### src/rtl/fft_pkg.sv
// Shared types, sizes and address helpers for the 16-point radix-4 FFT controller.
package fft_pkg;

    localparam int unsigned N        = 16;
    localparam int unsigned SAMPLE_W = 34;
    localparam int unsigned COMP_W   = 17;
    localparam int unsigned ADDR_W   = 4;
    localparam int unsigned RADIX    = 4;
    localparam int unsigned NUM_OPS  = 8;
    localparam int unsigned OP_W     = 3;
    localparam int unsigned BF_W     = RADIX * SAMPLE_W;

    typedef enum logic [1:0] {
        ST_LOAD   = 2'd0,
        ST_CALC   = 2'd1,
        ST_UNLOAD = 2'd2
    } state_t;

    // One complex sample, real part in the upper half.
    typedef struct packed {
        logic [COMP_W-1:0] re;
        logic [COMP_W-1:0] im;
    } sample_t;

    typedef logic [RADIX-1:0][ADDR_W-1:0] addr_vec_t;
    typedef sample_t [RADIX-1:0]          data_vec_t;

    // Base-4 digit swap: load order n lands at {n[1:0], n[3:2]}.
    function automatic logic [ADDR_W-1:0] digit_rev(input logic [ADDR_W-1:0] n);
        return {n[1:0], n[3:2]};
    endfunction

    // Stage 0 works on contiguous groups (4i+j), stage 1 on strided groups (p+4j).
    function automatic logic [ADDR_W-1:0] calc_addr(input logic [OP_W-1:0] op,
                                                    input logic [1:0]      slot);
        return op[2] ? {slot, op[1:0]} : {op[1:0], slot};
    endfunction

endpackage

### src/rtl/fft_buffer.sv
// 16-entry sample store: one load write port, four in-place read/write ports
// for the butterfly, and one read port for unloading.
module fft_buffer
    import fft_pkg::*;
(
    input  logic               clk,
    input  logic               rst,
    input  logic               load_we,
    input  logic [ADDR_W-1:0]  load_addr,
    input  sample_t            load_data,
    input  logic               calc_we,
    input  addr_vec_t          rw_addr,
    input  data_vec_t          wr_data,
    output data_vec_t          rd_data_c,
    input  logic [ADDR_W-1:0]  out_addr,
    output sample_t            out_data_c
);

    sample_t mem [N];

    // Load and calc writes never overlap: they belong to different states.
    always_ff @(posedge clk or posedge rst) begin : mem_write
        if (rst) begin
            for (int e = 0; e < int'(N); e++) begin
                mem[e] <= '0;
            end
        end else begin
            if (load_we) begin
                mem[load_addr] <= load_data;
            end
            if (calc_we) begin
                for (int j = 0; j < int'(RADIX); j++) begin
                    mem[rw_addr[j]] <= wr_data[j];
                end
            end
        end
    end

    always_comb begin : mem_read
        for (int j = 0; j < int'(RADIX); j++) begin
            rd_data_c[j] = mem[rw_addr[j]];
        end
        out_data_c = mem[out_addr];
    end

endmodule

### src/rtl/fft_ctrl.sv
// Sequencer for a 16-point radix-4 FFT: digit-reversed load, eight in-place
// butterfly ops through an external butterfly, then natural-order unload.
module fft_ctrl
    import fft_pkg::*;
(
    input  logic                 clk,
    input  logic                 rst,
    input  logic                 in_valid,
    output logic                 in_ready,
    input  logic [SAMPLE_W-1:0]  in_data,
    output logic [BF_W-1:0]      bf_in,
    output logic [OP_W-1:0]      bf_rot,
    input  logic [BF_W-1:0]      bf_out,
    output logic                 out_valid,
    input  logic                 out_ready,
    output logic [SAMPLE_W-1:0]  out_data,
    output logic                 busy,
    output logic                 frame_done
);

    state_t              state;
    state_t              state_nxt;
    logic [ADDR_W-1:0]   in_cnt;
    logic [ADDR_W-1:0]   in_cnt_nxt;
    logic [OP_W-1:0]     op_cnt;
    logic [OP_W-1:0]     op_cnt_nxt;
    logic [ADDR_W-1:0]   out_cnt;
    logic [ADDR_W-1:0]   out_cnt_nxt;
    logic                in_ready_nxt;
    logic                out_valid_nxt;
    logic                busy_nxt;
    logic                frame_done_nxt;

    logic                in_fire_c;
    logic                out_fire_c;
    logic                load_we_c;
    logic                calc_we_c;
    addr_vec_t           rw_addr_c;
    data_vec_t           rd_data_c;
    sample_t             out_data_c;

    assign in_fire_c  = in_valid & in_ready & (state == ST_LOAD);
    assign out_fire_c = out_valid & out_ready & (state == ST_UNLOAD);

    always_ff @(posedge clk or posedge rst) begin : state_reg
        if (rst) begin
            state <= ST_LOAD;
        end else begin
            state <= state_nxt;
        end
    end

    // Next state, counters and the registered handshake/status outputs.
    always_comb begin : next_state
        state_nxt      = state;
        in_cnt_nxt     = in_cnt;
        op_cnt_nxt     = op_cnt;
        out_cnt_nxt    = out_cnt;
        in_ready_nxt   = in_ready;
        out_valid_nxt  = out_valid;
        busy_nxt       = busy;
        frame_done_nxt = 1'b0;
        load_we_c      = 1'b0;
        calc_we_c      = 1'b0;

        unique case (state)
            ST_LOAD: begin
                if (in_fire_c) begin
                    load_we_c  = 1'b1;
                    in_cnt_nxt = in_cnt + ADDR_W'(1);
                    if (in_cnt == ADDR_W'(N - 1)) begin
                        state_nxt    = ST_CALC;
                        in_cnt_nxt   = '0;
                        in_ready_nxt = 1'b0;
                        busy_nxt     = 1'b1;
                    end
                end
            end
            ST_CALC: begin
                calc_we_c  = 1'b1;
                op_cnt_nxt = op_cnt + OP_W'(1);
                if (op_cnt == OP_W'(NUM_OPS - 1)) begin
                    state_nxt     = ST_UNLOAD;
                    op_cnt_nxt    = '0;
                    out_valid_nxt = 1'b1;
                end
            end
            ST_UNLOAD: begin
                if (out_fire_c) begin
                    out_cnt_nxt = out_cnt + ADDR_W'(1);
                    if (out_cnt == ADDR_W'(N - 1)) begin
                        state_nxt      = ST_LOAD;
                        out_cnt_nxt    = '0;
                        out_valid_nxt  = 1'b0;
                        busy_nxt       = 1'b0;
                        in_ready_nxt   = 1'b1;
                        frame_done_nxt = 1'b1;
                    end
                end
            end
            default: begin
                state_nxt = ST_LOAD;
            end
        endcase
    end

    always_ff @(posedge clk or posedge rst) begin : ctrl_reg
        if (rst) begin
            in_cnt     <= '0;
            op_cnt     <= '0;
            out_cnt    <= '0;
            in_ready   <= 1'b1;
            out_valid  <= 1'b0;
            busy       <= 1'b0;
            frame_done <= 1'b0;
        end else begin
            in_cnt     <= in_cnt_nxt;
            op_cnt     <= op_cnt_nxt;
            out_cnt    <= out_cnt_nxt;
            in_ready   <= in_ready_nxt;
            out_valid  <= out_valid_nxt;
            busy       <= busy_nxt;
            frame_done <= frame_done_nxt;
        end
    end

    // op_cnt rests at zero outside CALC, so it doubles as the twiddle select.
    assign bf_rot = op_cnt;

    always_comb begin : rw_addr_gen
        for (int j = 0; j < int'(RADIX); j++) begin
            rw_addr_c[j] = calc_addr(op_cnt, 2'(j));
        end
    end

    fft_buffer u_buffer (
        .clk        (clk),
        .rst        (rst),
        .load_we    (load_we_c),
        .load_addr  (digit_rev(in_cnt)),
        .load_data  (sample_t'(in_data)),
        .calc_we    (calc_we_c),
        .rw_addr    (rw_addr_c),
        .wr_data    (data_vec_t'(bf_out)),
        .rd_data_c  (rd_data_c),
        .out_addr   (out_cnt),
        .out_data_c (out_data_c)
    );

    assign bf_in    = BF_W'(rd_data_c);
    assign out_data = SAMPLE_W'(out_data_c);

endmodule

### config.mk
export PLATFORM = sky130hd
export DESIGN_NAME = fft_ctrl
export DESIGN_NICKNAME = d
export VERILOG_FILES = /design/src/rtl/fft_pkg.sv /design/src/rtl/fft_buffer.sv /design/src/rtl/fft_ctrl.sv
export SDC_FILE = /design/constraint.sdc
export NUM_CORES = 2
export LEC_CHECK = 0
export CORE_AREA = 4 4 307 309
export DETAILED_ROUTE_END_ITERATION = 8
export DIE_AREA = 0 0 311 313
export DONT_BUFFER_PORTS = 1
export HOLD_SLACK_MARGIN = 0.15
export PLACE_DENSITY_LB_ADDON = 0.08
export SLEW_MARGIN = 10
export SYNTH_ARGS = -nofsm -noshare
export SYNTH_HDL_FRONTEND = slang
export SYNTH_SLANG_ARGS = --single-unit
### constraint.sdc
create_clock -name clk -period 30.5 [get_ports clk]
set_input_delay 0 -clock clk [delete_from_list [all_inputs] [get_ports clk]]
set_output_delay 0 -clock clk [all_outputs]
set_load 0.01 [all_outputs]
==> impl.org <==
** Status
- Outcome :: finished, final reports clean

** Synth
- Number of flip-flops and latches in the synthesized netlist :: 561
- In the synthesized netlist the async set-or-reset flop fraction comes to 100%.
- The synthesized netlist contains between 60 and 70 unique library cells.
- Post-synth EDFFs :: 0
- Synthesized netlist cell count :: between 4000 and 5000
- During synthesis, Yosys emitted a total of 0 warnings.
- Average cell area after synthesis :: around 9.1 um^2
- Summing the sequential cell areas from Yosys gives about 34% of the chip area.
- Synthesized cell area :: 41000 um^2
- For this run, the leading register cell type out of synthesis is sky130_fd_sc_hd__dfrtp_1.
- When the netlist entered floorplanning its net count stood at between 4000 and 5000.

** Detailed routing
- The first detailed-routing pass ran for 8 iterations.
- Routed vias :: 43300
- DR WL/cell :: 40.0 um
- DRC violation total after the first TritonRoute iteration :: roughly 7300
- In the routed layout, each cell is associated on average with a via count of 7.68.
- Count of nets left with antenna violations after detail routing :: 0
- For this run, design rule violations remaining after detail routing come to 0.
- The routed design has roughly 230000 um of wire.

** Timing
- The worst path in the final design needs a cycle of around 5300 ps, including I/O delays and setup.
- Headroom to the max-slew limit came out at between 10 and 15%.
- Ratio of final minimum period to clock period :: between 15 and 20%
- Final number of max-transition violations :: 0
- Measured slew at the worst slew-check pin :: ~1300 ps
- Achievable Freq :: ~0.19 GHz
- The count of final hold-check violations was 0.
- For the final routed database, the setup TNS stands at 0 ps.
- Max Clock Skew :: approximately 29 ps
- Setup violations remaining at the end of the flow were counted as 0.
- Setup repair after global routing left no endpoint under its margin.

** Place
- Detailed placement ended at an HPWL of 124000 um.
- Port bufs :: 0
- Last weighted congestion value of the routability-driven placer :: 0.906
- Placed Cells incl. Taps :: ~5200

** CTS
- Counting the buffers created by CTS gives between 70 and 80.
- The number of setup buffers added after CTS is 0.
- H-tree depth :: 3
- Clock-pin slew on the worst setup and hold paths :: roughly 60 ps
- Clock latency on the worst-skew pair, taken at its later pin, is roughly 660 ps.
- Clock Path Buffers :: 3
- TritonCTS built the clock tree.
- TritonCTS Sinks :: about 560
- The tree is rooted in a sky130_fd_sc_hd__clkbuf_16.

** Die
- The floorplan step defined a core boundary enclosing ~91000 um^2.
- Die boundary height :: 313 um
- The die covers ~97000 um^2.
- Initial Utilization :: about 45%
- After floorplanning, the core was divided into between 100 and 150 placement rows.
- In this run the count of I/O pins placed on the die edge is 351.
- Horizontal die dimension :: 311 um

** Job
- Number of violations of the max-capacitance limit :: 0

** Cells and area
- After the flow finishes, the layout carries non-filler instances totaling 5634.
- The area growth from synthesis to layout is 11.4%.
- More flip-flops sit in one register than any other, and that register is u_buffer.mem.
- Final layout net count :: 4557
- Biggest regs :: u_buffer.mem x544, in_cnt x4, out_cnt x4
- Flip-flop count of the largest register, all copies and words added :: 544
- The post-route netlist has 9.78% of its cells at a drive strength greater than 1.
- The layout has 8737 filler cells.

** Power and ir drop
- Across the VDD grid, the largest voltage drop is approximately 0.036 mV.
- Combinational power share :: approximately 6.4%
- The internal portion of the total power is between 1 and 1.5 mW.
- Total power density per cell area :: a little under 40 nW/um^2
- In this run, flip-flops and latches consume a little over two fifths of the power.
- Of the total power, the share spent switching nets is 26.1%.
- Clock Power Share :: between 50% and 60%
- For this design the total switching power over the nets is 0.461 mW.
- The analysis attributes to cell leakage a power of around 19 nW.

** Global route
- The first global-routing pass estimated 318000 um of wire.
- Across every metal layer, demand over resource in global routing totals between 40% and 50%.
- Overflow left after global routing :: 0
- Initial antenna violation count :: 25
- Pin count of the biggest net entering global routing :: around 160
- Vias in the first global route :: approximately 41000

** Min path
- The worst hold path belongs to the class in2reg.

** Worst setup path
- STA classifies the critical path endpoint as an output port.
- The critical path is of the reg2out type.
- Kind of start point of the critical path :: flip-flop
- At the worst endpoint, the required time is ~31000 ps.
- At the worst endpoint, the arrival time is between 5000 and 6000 ps.
- Worst-path maximum fanout :: 57
[power groups by stage]
| stage | combinational (mW) | clock, mW | sequential, mW |
|---|---|---|---|
| 5_1_grt | 0.119 | 0.917 | 0.763 |
| 3_3_place_gp | 0.0539 | 0 | 0.775 |
| 4_1_cts | 0.110 | 0.890 | 0.762 |
| 6_report | 0.113 | 0.890 | 0.763 |
| 2_1_floorplan | 0.0501 | 0 | 0.773 |
| 3_5_place_dp | 0.0545 | 0 | 0.776 |
[per-stage QoR]
stage / utilization (%) / hold WS (ps) / cell area, um^2 / total power [mW] / setup WS (ps)
CTS: 49.9 / 151 / 45600 / 1.76 / 25490
floorplan: - / 159 / 41000 / 0.823 / 14810
finish: 50.0 / 171 / 45700 / 1.77 / 25200
global placement: 44.7 / 62.6 / 40800 / 0.829 / 25800
global route: 50.0 / 177 / 45700 / 1.80 / 25320
detailed placement: 44.7 / 63.2 / 40800 / 0.830 / 25750
[metal layers]
| metal | vias to the layer above | GRT usage [%] | part of all wire, % |
|---|---|---|---|
| met5 | - | 0 | 0.043 |
| met4 | 16 | 28.7 | 7.5 |
| met3 | 992 | 16.0 | 14 |
| met2 | 3958 | 63.7 | 42 |
| met1 | 21300 | 56.3 | 37 |
| li1 | 17000 | - | - |
[cell type report]
cell class              count  area (um^2)  area share (%)
clock inverters            20          243           0.531
clock buffers             100         2080            4.55
multi-input cells        3354        24400            53.3
inverters                  44          175           0.383
repair buffers            340         3210            7.01
well taps                1186         1480            3.25
flip-flops and latches    561        14100            30.8
diodes                     29         72.6           0.159
[kinds of logic (layout without fill, tap and decap cells)]
kind of cell             count (synthesis)  count (layout)  synth area share (%)
AO/OA/AOI/OAI                         1554            1554                  26.7
AND/OR/NAND/NOR                       1078            1078                  10.9
multiplexers                           708             708                  20.6
buffers and inverters                  601             504                  7.20
flip-flops                             561             561                  34.2
adder cells (fa/ha/maj)                 11              11                 0.335
XOR/XNOR                                 3               3                0.0640
other                                    0              29                     0
[final timing paths]
check	to	slack [ps]	startpoint	cells after the start
worst max register to register	u_buffer.mem[59]$_DFF_PP0_	25600	bf_rot[0]$_DFFE_PP0P_	6
worst min register to register	u_buffer.mem[285]$_DFF_PP0_	570	u_buffer.mem[285]$_DFF_PP0_	2
worst max-delay path	bf_in[60]	25200	bf_rot[0]$_DFFE_PP0P_	7
max in group asynchronous	u_buffer.mem[54]$_DFF_PP0_	27320	rst	6
worst min-delay path	u_buffer.mem[260]$_DFF_PP0_	170	bf_out[22]	4
min in group asynchronous	u_buffer.mem[539]$_DFF_PP0_	630	rst	4
[synth_stat cells, types with 23 or more instances]
cell type	n	share of area, %
sky130_fd_sc_hd__buf_1	35	0.32
sky130_fd_sc_hd__dfrtp_1	560	34
sky130_fd_sc_hd__clkbuf_1	266	2.4
sky130_fd_sc_hd__a221oi_2	30	1.1
sky130_fd_sc_hd__buf_6	36	0.99
sky130_fd_sc_hd__buf_4	62	1.1
sky130_fd_sc_hd__nor2_1	361	3.3
sky130_fd_sc_hd__nand2_1	580	5.3
sky130_fd_sc_hd__buf_2	157	1.9
sky130_fd_sc_hd__and3_1	47	0.72
sky130_fd_sc_hd__nor2b_1	23	0.35
sky130_fd_sc_hd__mux2i_1	592	14
sky130_fd_sc_hd__nand3_1	29	0.35
sky130_fd_sc_hd__o22ai_1	404	6.2
sky130_fd_sc_hd__a32oi_1	204	4.4
sky130_fd_sc_hd__mux4_2	109	6.0
sky130_fd_sc_hd__a221o_1	110	2.7
sky130_fd_sc_hd__a21oi_1	294	3.6
sky130_fd_sc_hd__inv_1	44	0.40
sky130_fd_sc_hd__a22oi_1	289	5.3
sky130_fd_sc_hd__o21ai_0	129	1.6
[cell usage in the layout, fill, tap and decap left out, types with 8 or more instances in the layout]
master / instances
sky130_fd_sc_hd__buf_4: 94
sky130_fd_sc_hd__a21oi_1: 294
sky130_fd_sc_hd__diode_2: 29
sky130_fd_sc_hd__dfrtp_1: 554
sky130_fd_sc_hd__a221oi_2: 30
sky130_fd_sc_hd__clkbuf_1: 12
sky130_fd_sc_hd__nand2_1: 569
sky130_fd_sc_hd__a32oi_1: 204
sky130_fd_sc_hd__nor2_4: 8
sky130_fd_sc_hd__inv_1: 39
sky130_fd_sc_hd__nor2_1: 358
sky130_fd_sc_hd__clkbuf_8: 15
sky130_fd_sc_hd__nand3_1: 22
sky130_fd_sc_hd__ha_1: 11
sky130_fd_sc_hd__o21ai_0: 129
sky130_fd_sc_hd__nand2_4: 9
sky130_fd_sc_hd__a221oi_1: 12
sky130_fd_sc_hd__clkinv_2: 10
sky130_fd_sc_hd__a221o_1: 110
sky130_fd_sc_hd__a32o_1: 15
sky130_fd_sc_hd__mux4_2: 109
sky130_fd_sc_hd__a211o_1: 18
sky130_fd_sc_hd__nor2b_1: 18
sky130_fd_sc_hd__o22ai_1: 404
sky130_fd_sc_hd__dlygate4sd3_1: 243
sky130_fd_sc_hd__a22oi_1: 289
sky130_fd_sc_hd__mux2i_1: 592
sky130_fd_sc_hd__and3_1: 42
sky130_fd_sc_hd__clkbuf_16: 73
[what timing repair did]
item,CTS,global route
hold endpoints to repair,657,0
endpoints found under the setup margin,0,0
gates resized for setup,0,0
hold buffers,244,0
[worst max-delay path: stages (launching register included)]
cell and delay (ps):
sky130_fd_sc_hd__dfrtp_4 810, sky130_fd_sc_hd__buf_4 830, sky130_fd_sc_hd__nor2b_4 760, sky130_fd_sc_hd__buf_4 800, sky130_fd_sc_hd__nor2_4 210, sky130_fd_sc_hd__buf_4 400, sky130_fd_sc_hd__a221o_1 320, sky130_fd_sc_hd__o21ai_0 390
No activity file was read; power rests on OpenSTA's default activity.
